File: config.mk
export PLATFORM = sky130hd
export DESIGN_NAME = uart_tx_fifo_ctrl
export DESIGN_NICKNAME = d
export VERILOG_FILES = /design/src/rtl/uart_tx_fifo_ctrl.sv
export SDC_FILE = /design/constraint.sdc
export NUM_CORES = 1
export LEC_CHECK = 0
export BUFFER_PORTS_ARGS = -buffer_cell sky130_fd_sc_hd__buf_2
export CORE_MARGIN = 2
export CORE_UTILIZATION = 31
export DETAILED_ROUTE_END_ITERATION = 16
export PLACE_DENSITY_LB_ADDON = 0.1
export REMOVE_ABC_BUFFERS = 1
export SLEW_MARGIN = 5
export SYNTH_ARGS = -nofsm -noshare
export SYNTH_HDL_FRONTEND = slang
export SYNTH_SLANG_ARGS = --single-unit
File: constraint.sdc
create_clock -name i_Clock -period 3.3 [get_ports i_Clock]
set_input_delay 0.99 -clock i_Clock [delete_from_list [all_inputs] [get_ports i_Clock]]
set_output_delay 0.99 -clock i_Clock [all_outputs]
set_load 0.05 [all_outputs]
File: src/rtl/uart_tx_fifo_ctrl.sv
// Byte FIFO feeding a UART transmitter one frame at a time; re-launches if i_Tx_Active never rises.
// Write-to-o_Tx_DV latency is 2 cycles; writes into a full FIFO are dropped and flagged in o_Overflow.
module uart_tx_fifo_ctrl #(
  parameter int DEPTH       = 16,
  parameter int ADDR_W      = 4,
  parameter int ACT_TIMEOUT = 3
) (
  input  logic              i_Clock,
  input  logic              i_Rst_n,
  input  logic              i_Wr_En,
  input  logic [7:0]        i_Wr_Byte,
  input  logic              i_Flush,
  output logic              o_Full,
  output logic              o_Empty,
  output logic [ADDR_W:0]   o_Count,
  output logic              o_Overflow,
  input  logic              i_Clr_Ovf,
  output logic              o_Tx_DV,
  output logic [7:0]        o_Tx_Byte,
  input  logic              i_Tx_Active,
  input  logic              i_Tx_Done,
  output logic [15:0]       o_Sent_Count
);

  localparam int TO_W = (ACT_TIMEOUT < 1) ? 1 : $clog2(ACT_TIMEOUT + 1);
  localparam logic [TO_W-1:0]   TO_INIT = TO_W'(ACT_TIMEOUT);
  localparam logic [ADDR_W:0]   FULL_C  = (ADDR_W+1)'(DEPTH);

  typedef enum logic [1:0] {
    IDLE      = 2'd0,
    LAUNCH    = 2'd1,
    WAIT_ACT  = 2'd2,
    WAIT_DONE = 2'd3
  } state_t;

  state_t            state;
  logic [7:0]        mem [DEPTH];
  logic [ADDR_W-1:0] wr_ptr;
  logic [ADDR_W-1:0] rd_ptr;
  logic [ADDR_W:0]   count_nxt;
  logic [TO_W-1:0]   act_tmr;
  logic              pop;
  logic              push;
  logic              ovf_evt;

  // A pop frees a slot in the same cycle, so a full FIFO can still accept a write alongside it.
  assign pop     = (state == IDLE) && !o_Empty && !i_Tx_Active && !i_Flush;
  assign push    = i_Wr_En && (!o_Full || pop);
  assign ovf_evt = i_Wr_En && o_Full && !pop;

  always_comb begin
    count_nxt = o_Count;
    if (i_Flush)
      count_nxt = '0;
    else if (push && !pop)
      count_nxt = o_Count + (ADDR_W+1)'(1);
    else if (pop && !push)
      count_nxt = o_Count - (ADDR_W+1)'(1);
  end

  always_ff @(posedge i_Clock) begin
    if (push && !i_Flush)
      mem[wr_ptr] <= i_Wr_Byte;
  end

  always_ff @(posedge i_Clock or negedge i_Rst_n) begin
    if (!i_Rst_n) begin
      wr_ptr     <= '0;
      rd_ptr     <= '0;
      o_Count    <= '0;
      o_Empty    <= 1'b1;
      o_Full     <= 1'b0;
      o_Overflow <= 1'b0;
    end else begin
      if (i_Flush) begin
        wr_ptr <= '0;
        rd_ptr <= '0;
      end else begin
        if (push) wr_ptr <= wr_ptr + ADDR_W'(1);
        if (pop)  rd_ptr <= rd_ptr + ADDR_W'(1);
      end
      o_Count <= count_nxt;
      o_Empty <= (count_nxt == '0);
      o_Full  <= (count_nxt == FULL_C);
      if (ovf_evt)
        o_Overflow <= 1'b1;
      else if (i_Clr_Ovf)
        o_Overflow <= 1'b0;
    end
  end

  // o_Tx_DV rises on the edge that leaves LAUNCH, so it is high for the first WAIT_ACT cycle.
  always_ff @(posedge i_Clock or negedge i_Rst_n) begin
    if (!i_Rst_n) begin
      state        <= IDLE;
      o_Tx_DV      <= 1'b0;
      o_Tx_Byte    <= 8'h00;
      act_tmr      <= '0;
      o_Sent_Count <= 16'h0000;
    end else begin
      o_Tx_DV <= 1'b0;
      case (state)
        IDLE: begin
          if (pop) begin
            o_Tx_Byte <= mem[rd_ptr];
            state     <= LAUNCH;
          end
        end
        LAUNCH: begin
          o_Tx_DV <= 1'b1;
          act_tmr <= TO_INIT;
          state   <= WAIT_ACT;
        end
        WAIT_ACT: begin
          if (i_Tx_Active) begin
            state <= WAIT_DONE;
          end else begin
            if (act_tmr != '0)
              act_tmr <= act_tmr - TO_W'(1);
            if (act_tmr <= TO_W'(1))
              state <= LAUNCH;
          end
        end
        WAIT_DONE: begin
          if (i_Tx_Done) begin
            o_Sent_Count <= o_Sent_Count + 16'd1;
            state        <= IDLE;
          end
        end
        default: state <= IDLE;
      endcase
    end
  end

endmodule

# == Word level (Yosys, flattened, before mapping) ==
# Memory sizes are Yosys's and may differ from the RTL's. A register that Yosys moved wholly into a read port is not among the register bits.
# Index checks and enable logic that the tools add are counted.
# totals
ff_bits,37
mem_bits_rw,128
n_memories,1
elab_cells,75
input_bits,15
out_inout_bits,33
# classes
n_lt_le_gt_ge,1
n_mux,20
reduce_logical,28
n_addsub,6
n_eq_ne,9
# memory_table
name,words,word_bits,rd,rd_clocked_by_memory_dff,wr,line,source
mem,16,8,1,1,1,37,logic [7:0] mem [DEPTH];
# op_table
op,n
$add 16x1->16 const B,1
$mux 4,4
$mux 5,3
$mux 2,6
$reduce_bool 2->1,5
$logic_and 1x1->1,9
$add 4x1->4 const B,2
$ne 2x2->1 const B,4
$pmux 2 s4,1
$logic_not 1->1,7
$reduce_and 3->1,2
$add 5x1->5 const B,1
$eq 5x5->1 const B,1
$logic_not 5->1,1
$mux 1,5
$sub 5x1->5 const B,1
$eq 2x2->1 const B,2
$pmux 2 s2,1
$reduce_and 2->1,2
$ne 3x3->1 const B,1
$eq 2x1->1 const B,1
$le 2x1->1 const B,1
$logic_not 2->1,1
$sub 2x1->2 const B,1
$logic_or 1x1->1,1

# == Longest topological paths before layout ==
# Gate-level depths: netlist of run 1.
# logic_depth
depth_word,12
mapped_depth,7

# == Worst setup path before layout of run 1 ==
# No wires, ideal clock.
# synth_path
kind,input-to-reg
startpoint,input port i_Tx_Active
endpoint,memory mem[11][0] (enable)
t_arrival_ns,2.439
setup_ns,0.332
path_buffers,1
slack_ns,0.529
required_ns,2.968
stages,6
cell_sequence,or4_4 buf_6 a21oi_1 nand2_1 nor3b_1 and2_1
# synth_between
elab_chain_len,8
# synth_rtl
item,line,source
"start, declared",20,"input logic i_Tx_Active,"
$logic_not 1->1,47,assign pop = (state == IDLE) && !o_Empty && !i_Tx_Active && !i_Flush;
$logic_and 1x1->1 (2 in series),47,
$logic_or 1x1->1,48,assign push = i_Wr_En && (!o_Full || pop);
$logic_and 1x1->1,48,
$logic_and 1x1->1,62,if (push && !i_Flush)
$mux 1,62,
$mux 1 (not written as such),63,mem[wr_ptr] <= i_Wr_Byte;
"end, declared",37,
# No other way between the ends.

# == Worst setup path in the final report of run 1 ==
# layout_path
startpoint,input port i_Tx_Active
endpoint,memory mem[11][4] (enable)
# The elaborated chain is that of the path after synthesis.

==> results.md, run 1 <==
* Layout Nets at between 500 and 600
* Global-route wire length before repair at about 25 mm
* Synth unique cells at 43
* Crit path from: i_Tx_Active
* Initial DRC count at 198
* Met2 Use GR at between 20 and 25%
* Worst Max-Slew Pin Slew at 912.9 ps
* Routed Antenna Nets at 0
* Worst-path clk slew at roughly 70 ps
* Max clock buf depth at 2
* Final setup fails at 0
* Max Fanout on Critical Path at 8
* Area after DPL at slightly below 8000 um2
* Syn avg cell area at ~17 um2
* Slew margin rel. at between 30% and 40%
* Ys Warns at 0
* CP Launch Type: input pin
* GR Util met1 at a little over a fifth
* Setup_tns at 0 ps
* Setup crit end kind: register
* Required time of the worst setup path at between 3000 and 4000 ps
* Worst VDD drop at about 0.31 mV
* Via Count at 3786
* Tcrit/Tclk final at between 70 and 80%
* Layout area overhead at 17.28%
* Root Buffer Master: clkbuf_16
* Global Route Usage Sum at approximately 14%
* H-tree depth at 4
* Clk_lat worst skew at about 420 ps
* Gr ovfl total at 0
* Yosys top cell by area: edfxtp_1
* CP top delay family: simple AND/OR/NAND/NOR gates
* Vias in the first global route at between 4000 and 5000
* Port Buffers at between 40 and 50
* Pin count of the biggest net entering global routing at 40
* Post-synthesis sequential area ratio at between 60% and 70%
* I/O pin cnt at 48
* PostCTS Resize Cnt at 0
* Pre-antenna DRT Iters at 4
* WL/cell at 20.95 um
* Slowest Stage Delay on Critical Path at approximately 490 ps
* Hold Buf Count CTS at 0
* Status: complete, no violations
* Tmin final at approximately 2600 ps
* Crit-path cells: buf_2 > or4_4 > a21oi_1 > nand2_1 > nor3b_1 > buf_4 > and2_1
* Final RePlAce weighted congestion at 0.7240
* Critical path type: in -> reg
* Die height at about 160 um
* Post-Syn Instances at 427
* RSZ-0062 raised after global routing: false
* CTS tree: yes
* Routed vias/inst at approximately 4.8
* Top_reg_cell synth: edfxtp_1
* Post-synth top area share at 53.83%
* Clock sink total at roughly 170
* Initial antenna violation count at 0
* Power density cells at 668.1 nW/um2
* Core area at between 20000 and 25000 um2
* DIE WIDTH at around 160 um
* Initial Util at a little under a third
* Crit path DAT at around 2700 ps
* Yosys reg bits at 173
* TritonCTS Buffers at 17
* Drt drc at 0
* Hold WC Path Type: reg -> reg
* HPWL Detailed at roughly 11 mm
* Clock skew at 8.209 ps
* Die area at between 20000 and 25000 um2
* Synth area leaders: edfxtp_1 54%, dfrtp_1 15%, mux4_2 10%
* Std-Cell Rows at 55
* Slowest-stage cell, CP: or4_4
* Post-CTS setup buffers at 0
* Hold Vio Cnt, Final at 0
* Maxcap violations at 0
* Ys async rst share at a little over a quarter
* WP buf/inv at 2
* Max-slew violations at 0
* LEAKAGE at 0.003015 uW
* Worst R2R Start: state[1]$_DFFE_PN0P_
* Met3 GRT Util at under 10%
* Fraction of final layout cells sized beyond drive strength 1 at between 20% and 30%
* Worst hold path startpoint: o_Sent_Count[15]$_DFFE_PN0P_
* Cell area after layout at 8374 um2
* Mapped Area at roughly 7100 um2
* WL final at between 15 and 20 mm
* Grt peak-use layer: met2
* Post-synth EDFFs at around 130
* Max Clock Freq at between 300 and 400 MHz
## metal layers
metal | vias to the layer above | routed length (um)
met5 | - | 0
met4 | 0 | 154
met3 | 12 | 575
met2 | 68 | 7697
met1 | 1948 | 8021
li1 | 1758 | -
## registers in the layout (all words and copies together), names as in the netlist, 2 cells and up
signal and count:
act_tmr 2, mem 128, o_Count 5, o_Sent_Count 16, o_Tx_Byte 8, rd_ptr 4, state 2, wr_ptr 4
## final cells by class
| type | count | area [um2] |
|---|---|---|
| Inverter | 13 | 48.80 |
| Timing Repair Buffer | 60 | 370.4 |
| Antenna cell | 1 | 2.502 |
| Clock buffer | 24 | 535.5 |
| Multi-Input combinational cell | 221 | 2022 |
| Clock inverter | 8 | 66.31 |
| Tap cell | 285 | 356.6 |
| Fill cell | 2112 | 14270 |
| Sequential cell | 173 | 4972 |
## path summary, 6_finish.rpt
check,cells past startpoint,endpoint,slack (ps)
max,7,mem[11][4]$_DFFE_PP_,680
min,1,o_Sent_Count[15]$_DFFE_PN0P_,470
max reg2reg,6,mem[11][4]$_DFFE_PP_,800
min reg2reg,1,o_Sent_Count[15]$_DFFE_PN0P_,470
max in group asynchronous,2,o_Tx_Byte[3]$_DFFE_PN0P_,1940
min in group asynchronous,1,o_Sent_Count[12]$_DFFE_PN0P_,700
## through the flow
| step | hold slack [ps] | setup slack (ps) | power [uW] | std cells | util, % |
|---|---|---|---|---|---|
| after floorplan | 511.5 | 593.4 | 3329 | 407 | - |
| after global placement | 452.9 | 237.7 | 3637 | 752 | 34.32 |
| after detailed placement | 458.1 | 215.9 | 3647 | 752 | 34.32 |
| after CTS | 467.5 | 646.6 | 5664 | 784 | 36.98 |
| after global routing | 486.8 | 513.7 | 5842 | 784 | 36.98 |
| final | 468.0 | 681.0 | 5595 | 785 | 36.99 |
## power breakdown
group | internal [uW] | leakage (uW) | switching, uW | total, uW
clock network | 1150 | 0.000296 | 850 | 2010
logic | 293 | 0.000985 | 658 | 950
registers | 2480 | 0.00173 | 157 | 2640
total | 3930 | 0.00301 | 1670 | 5590
## cells in the mapped netlist, drive strengths merged (6+ instances only)
master	count
and2	16
dfrtp	44
nor2	20
clkbuf	10
mux4	32
nor2b	8
inv	13
nand3	9
xnor2	17
buf	10
nand2	18
a211oi	9
mux2	10
a21oi	15
edfxtp	128
o21ai	6
ha	10
o22ai	9
xor2	8
## cell usage in the layout, fill, tap and decap left out, types with 3 or more instances in the layout
cell type / Yosys / final
edfxtp_1: 128 / 128
a211oi_1: 9 / 9
inv_1: 13 / 13
nor2_1: 19 / 19
buf_2: 7 / 47
and2_1: 16 / 16
dfrtp_1: 44 / 43
mux2_2: 10 / 10
xor2_1: 8 / 8
and3_1: 5 / 5
nand3_1: 9 / 9
nand4_1: 5 / 5
o21ai_0: 5 / 5
a21oi_1: 15 / 15
ha_1: 10 / 10
nor3b_1: 3 / 3
buf_4: 0 / 10
o22ai_1: 9 / 9
mux4_2: 32 / 32
xnor2_1: 17 / 17
nor2b_1: 8 / 8
nand2_1: 18 / 18
clkbuf_16: 0 / 20
buf_12: 0 / 3
and4_1: 3 / 3
## kinds of logic (layout without fill, tap and decap cells)
logic type | count (synthesis) | in the layout | share of synthesized area (%)
adders and majority gates | 10 | 10 | 1.752
buffers and inverters | 33 | 105 | 2.068
AOI/OAI and AO/OA | 45 | 45 | 3.960
muxes | 44 | 44 | 11.95
and+or+nand+nor | 97 | 97 | 7.587
other | 0 | 1 | 0
xor gates and xnor gates | 25 | 25 | 3.066
DFF | 173 | 173 | 69.62
(Power assumes the default switching activity.)
==> run 2: changes to the inputs <==
==> constraint.sdc (replaced) <==
create_clock -name i_Clock -period 2.7 [get_ports i_Clock]
set_input_delay 0.81 -clock i_Clock [delete_from_list [all_inputs] [get_ports i_Clock]]
set_output_delay 0.81 -clock i_Clock [all_outputs]
set_load 0.05 [all_outputs]
==> run 2 against run 1 <==
Utilization up 1.0 points. Register-to-register slack got worse by 520 ps. Critical path depth unchanged. Power rose by 22%. Die area did not move. Via count up 3.2%. Worst setup slack worse by 400 ps. Clock-buffer cell count decreased by 6. Sequential power up 21%. First-iteration DRC count grew 62%. Non-clock buffer count is 21 higher. Largest power group unchanged.
==> results.md, run 2 (synthesized netlist as in run 1, its figures left out) <==
* I/O pin cnt at 48 (unchanged)
* Max-slew violations at 0 (unchanged)
* Max clock buf depth at 2 (unchanged)
* LEAKAGE at 0.003132 uW (was 0.003015 uW)
* Port Buffers at 47 (unchanged)
* Final Core Density at 38.01% (was 36.99%)
* Post-CTS setup buffers at 0 (unchanged)
* Layout area overhead at 20.52% (was 17.28%)
* Initial DRC count at 320 (was 198)
* Max Fanout on Critical Path at 8 (unchanged)
* Setup_tns at 0 ps (unchanged)
* Routed Antenna Nets at 0 (unchanged)
* Status: complete, no violations (unchanged)
* Max reg flops at 128 (unchanged)
* Maxcap violations at 0 (unchanged)
* TritonCTS Buffers at 17 (unchanged)
* Max Clock Freq at 413.3 MHz
* Gr ovfl total at 0 (unchanged)
* H-tree depth at 4 (unchanged)
* Hold WC Path Type: in -> async (was reg -> reg)
* Crit-path cells: or4_4 > a21oi_1 > nand2_1 > nor3b_1 > buf_4 > and2_1 > buf_12 (was buf_2 > or4_4 > a21oi_1 > nand2_1 > nor3b_1 > buf_4 > and2_1)
* Initial antenna violation count at 1 (was 0)
* Pre-antenna DRT Iters at 6 (was 4)
* Clk_lat worst skew at 430 ps (was 420 ps)
* Setup crit end kind: register (unchanged)
* Worst VDD drop at 0.3791 mV (was 0.3145 mV)
* Global Route Usage Sum at 14.53% (was 14.47%)
* Initial Util at 31.54% (unchanged)
* Worst Max-Slew Pin Slew at 785.0 ps (was 912.9 ps)
* Slew margin rel. at 47.67% (was 39.14%)
* Drt drc at 0 (unchanged)
* DIE WIDTH at 155.8 um (unchanged)
* CP Launch Type: register (was input pin)
* HPWL Detailed at 11.33 mm (was 11.14 mm)
* Root Buffer Master: clkbuf_16 (unchanged)
* Commonest cells after routing, fill and taps aside: 128 x edfxtp_1, 47 x buf_2, 43 x dfrtp_1, 32 x mux4_2, 23 x buf_4 (was 128 x edfxtp_1, 47 x buf_2, 43 x dfrtp_1, 32 x mux4_2, 20 x clkbuf_16)
* Std-Cell Rows at 55 (unchanged)
* Final RePlAce weighted congestion at 0.7504 (was 0.7240)
* Slowest-stage cell, CP: or4_4 (unchanged)
* Tmin final at 2420 ps
* Pin count of the biggest net entering global routing at 25 (was 40)
* Largest registers: mem (128), o_Sent_Count (16), o_Tx_Byte (8) (unchanged)
* Hold Buf Count CTS at 0 (unchanged)
* Slowest Stage Delay on Critical Path at 550 ps (was 490 ps)
* WL final at 16.60 mm (was 16.45 mm)
* Clock skew at 9.922 ps (was 8.209 ps)
* Fin cells at 805 (was 785)
* Via Count at 3908 (was 3786)
* Fraction of final layout cells sized beyond drive strength 1 at 31.15% (was 28.06%)
* Routed vias/inst at 4.855 (was 4.823)
* RSZ-0062 raised after global routing: false (unchanged)
* CTS tree: yes (unchanged)
* Final setup fails at 0 (unchanged)
* Ant diodes at 0 (was 1)
* Reg2reg path depth at 7 (was 6)
* Placed cell count at 773 (was 752)
* Clock sink total at 173 (unchanged)
* Critical path type: reg -> reg (was in -> reg)
* Die height at 155.8 um (unchanged)
* Worst-path clk slew at 70 ps (about the same)
* Layout Nets at 532 (was 511)
* Crit path DAT at 2560 ps (was 2700 ps)
* PostCTS Resize Cnt at 0 (unchanged)
* Tcrit/Tclk final at about 90%
* Core area at 22640 um2 (unchanged)
* Biggest register: mem (unchanged)
* Hold Vio Cnt, Final at 0 (unchanged)
* Required time of the worst setup path at 2840 ps (was 3380 ps)
* Power density cells at 792.3 nW/um2 (was 668.1 nW/um2)
* Global-route wire length before repair at 25.85 mm (was 25.45 mm)
* Die area at 24260 um2 (unchanged)
* Commonest non-fill, non-tap cell in the layout: edfxtp_1 (unchanged)
* Hold Slack at 338.7 ps (was 468.0 ps)
* Vias in the first global route at 4115 (was 4010)
* WL/cell at 20.62 um (was 20.95 um)
[run 2: cell count changes in the layout (fill, tap and decap cells not counted)]
cell / before / now
buf_4: 10 / 23
buf_12: 3 / 11
clkbuf_16: 20 / 17
inv_6: 2 / 5
inv_8: 1 / 4
clkbuf_8: 2 / 0
inv_4: 2 / 0
bufinv_16: 0 / 1
clkbuf_1: 2 / 1
clkinvlp_2: 0 / 1
diode_2: 1 / 0
[run 2: worst max-delay path, delay by kind of cell, from the launching register on]
kind / cells / cell delay, ps
simple gates: 4 / 1190
buf+inv: 2 / 310
flops: 1 / 460
compound gates: 1 / 170
[run 2: path summary, 6_finish.rpt]
check | from | endpoint | slack (ps)
setup / recovery | state[0]$_DFFE_PN0P_ | mem[5][5]$_DFFE_PP_ | 280
hold / removal | i_Rst_n | o_Sent_Count[14]$_DFFE_PN0P_ | 340
setup reg to reg | state[0]$_DFFE_PN0P_ | mem[5][5]$_DFFE_PP_ | 280
hold reg to reg | o_Sent_Count[15]$_DFFE_PN0P_ | o_Sent_Count[15]$_DFFE_PN0P_ | 460
max in group asynchronous | i_Rst_n | rd_ptr[1]$_DFFE_PN0P_ | 1730
min in group i_Clock | o_Sent_Count[15]$_DFFE_PN0P_ | o_Sent_Count[15]$_DFFE_PN0P_ | 460
[run 2: stage by stage]
| stage | setup slack [ps] | total power (uW) | cell area [um2] |
|---|---|---|---|
| after floorplan | 173.4 | 4069 | 7042 |
| after global placement | -133.8 | 4467 | 8028 |
| after detailed placement | -160.1 | 4477 | 8028 |
| after CTS | 223.6 | 6908 | 8606 |
| after global routing | 115.0 | 7125 | 8606 |
| final | 280.5 | 6818 | 8606 |
[run 2: final cells by class]
type / count / area (um2)
tap: 285 / 356.6
timing repair buffer: 81 / 628.1
clock buffer: 18 / 429.2
multi-input combinational: 221 / 2022
sequential: 173 / 4972
inverter: 13 / 48.80
fill: 2068 / 14030
clock inverter: 14 / 148.9
[run 2: metal layers]
layer  up-vias  track usage, %  wire length, um
li1       1800               -                -
met1      2000           20.81             8000
met2        97           22.50             7769
met3        11           2.972              640
met4         0           4.150              186
met5         -               0                0
[run 2: power breakdown]
part | total [uW] | internal (uW) | switching [uW] | leakage (uW)
Sequential | 3190 | 3030 | 154 | 0.00173
Clock | 2420 | 1310 | 1100 | 0.000280
Combinational | 1220 | 379 | 837 | 0.00112
Total | 6820 | 4720 | 2100 | 0.00313
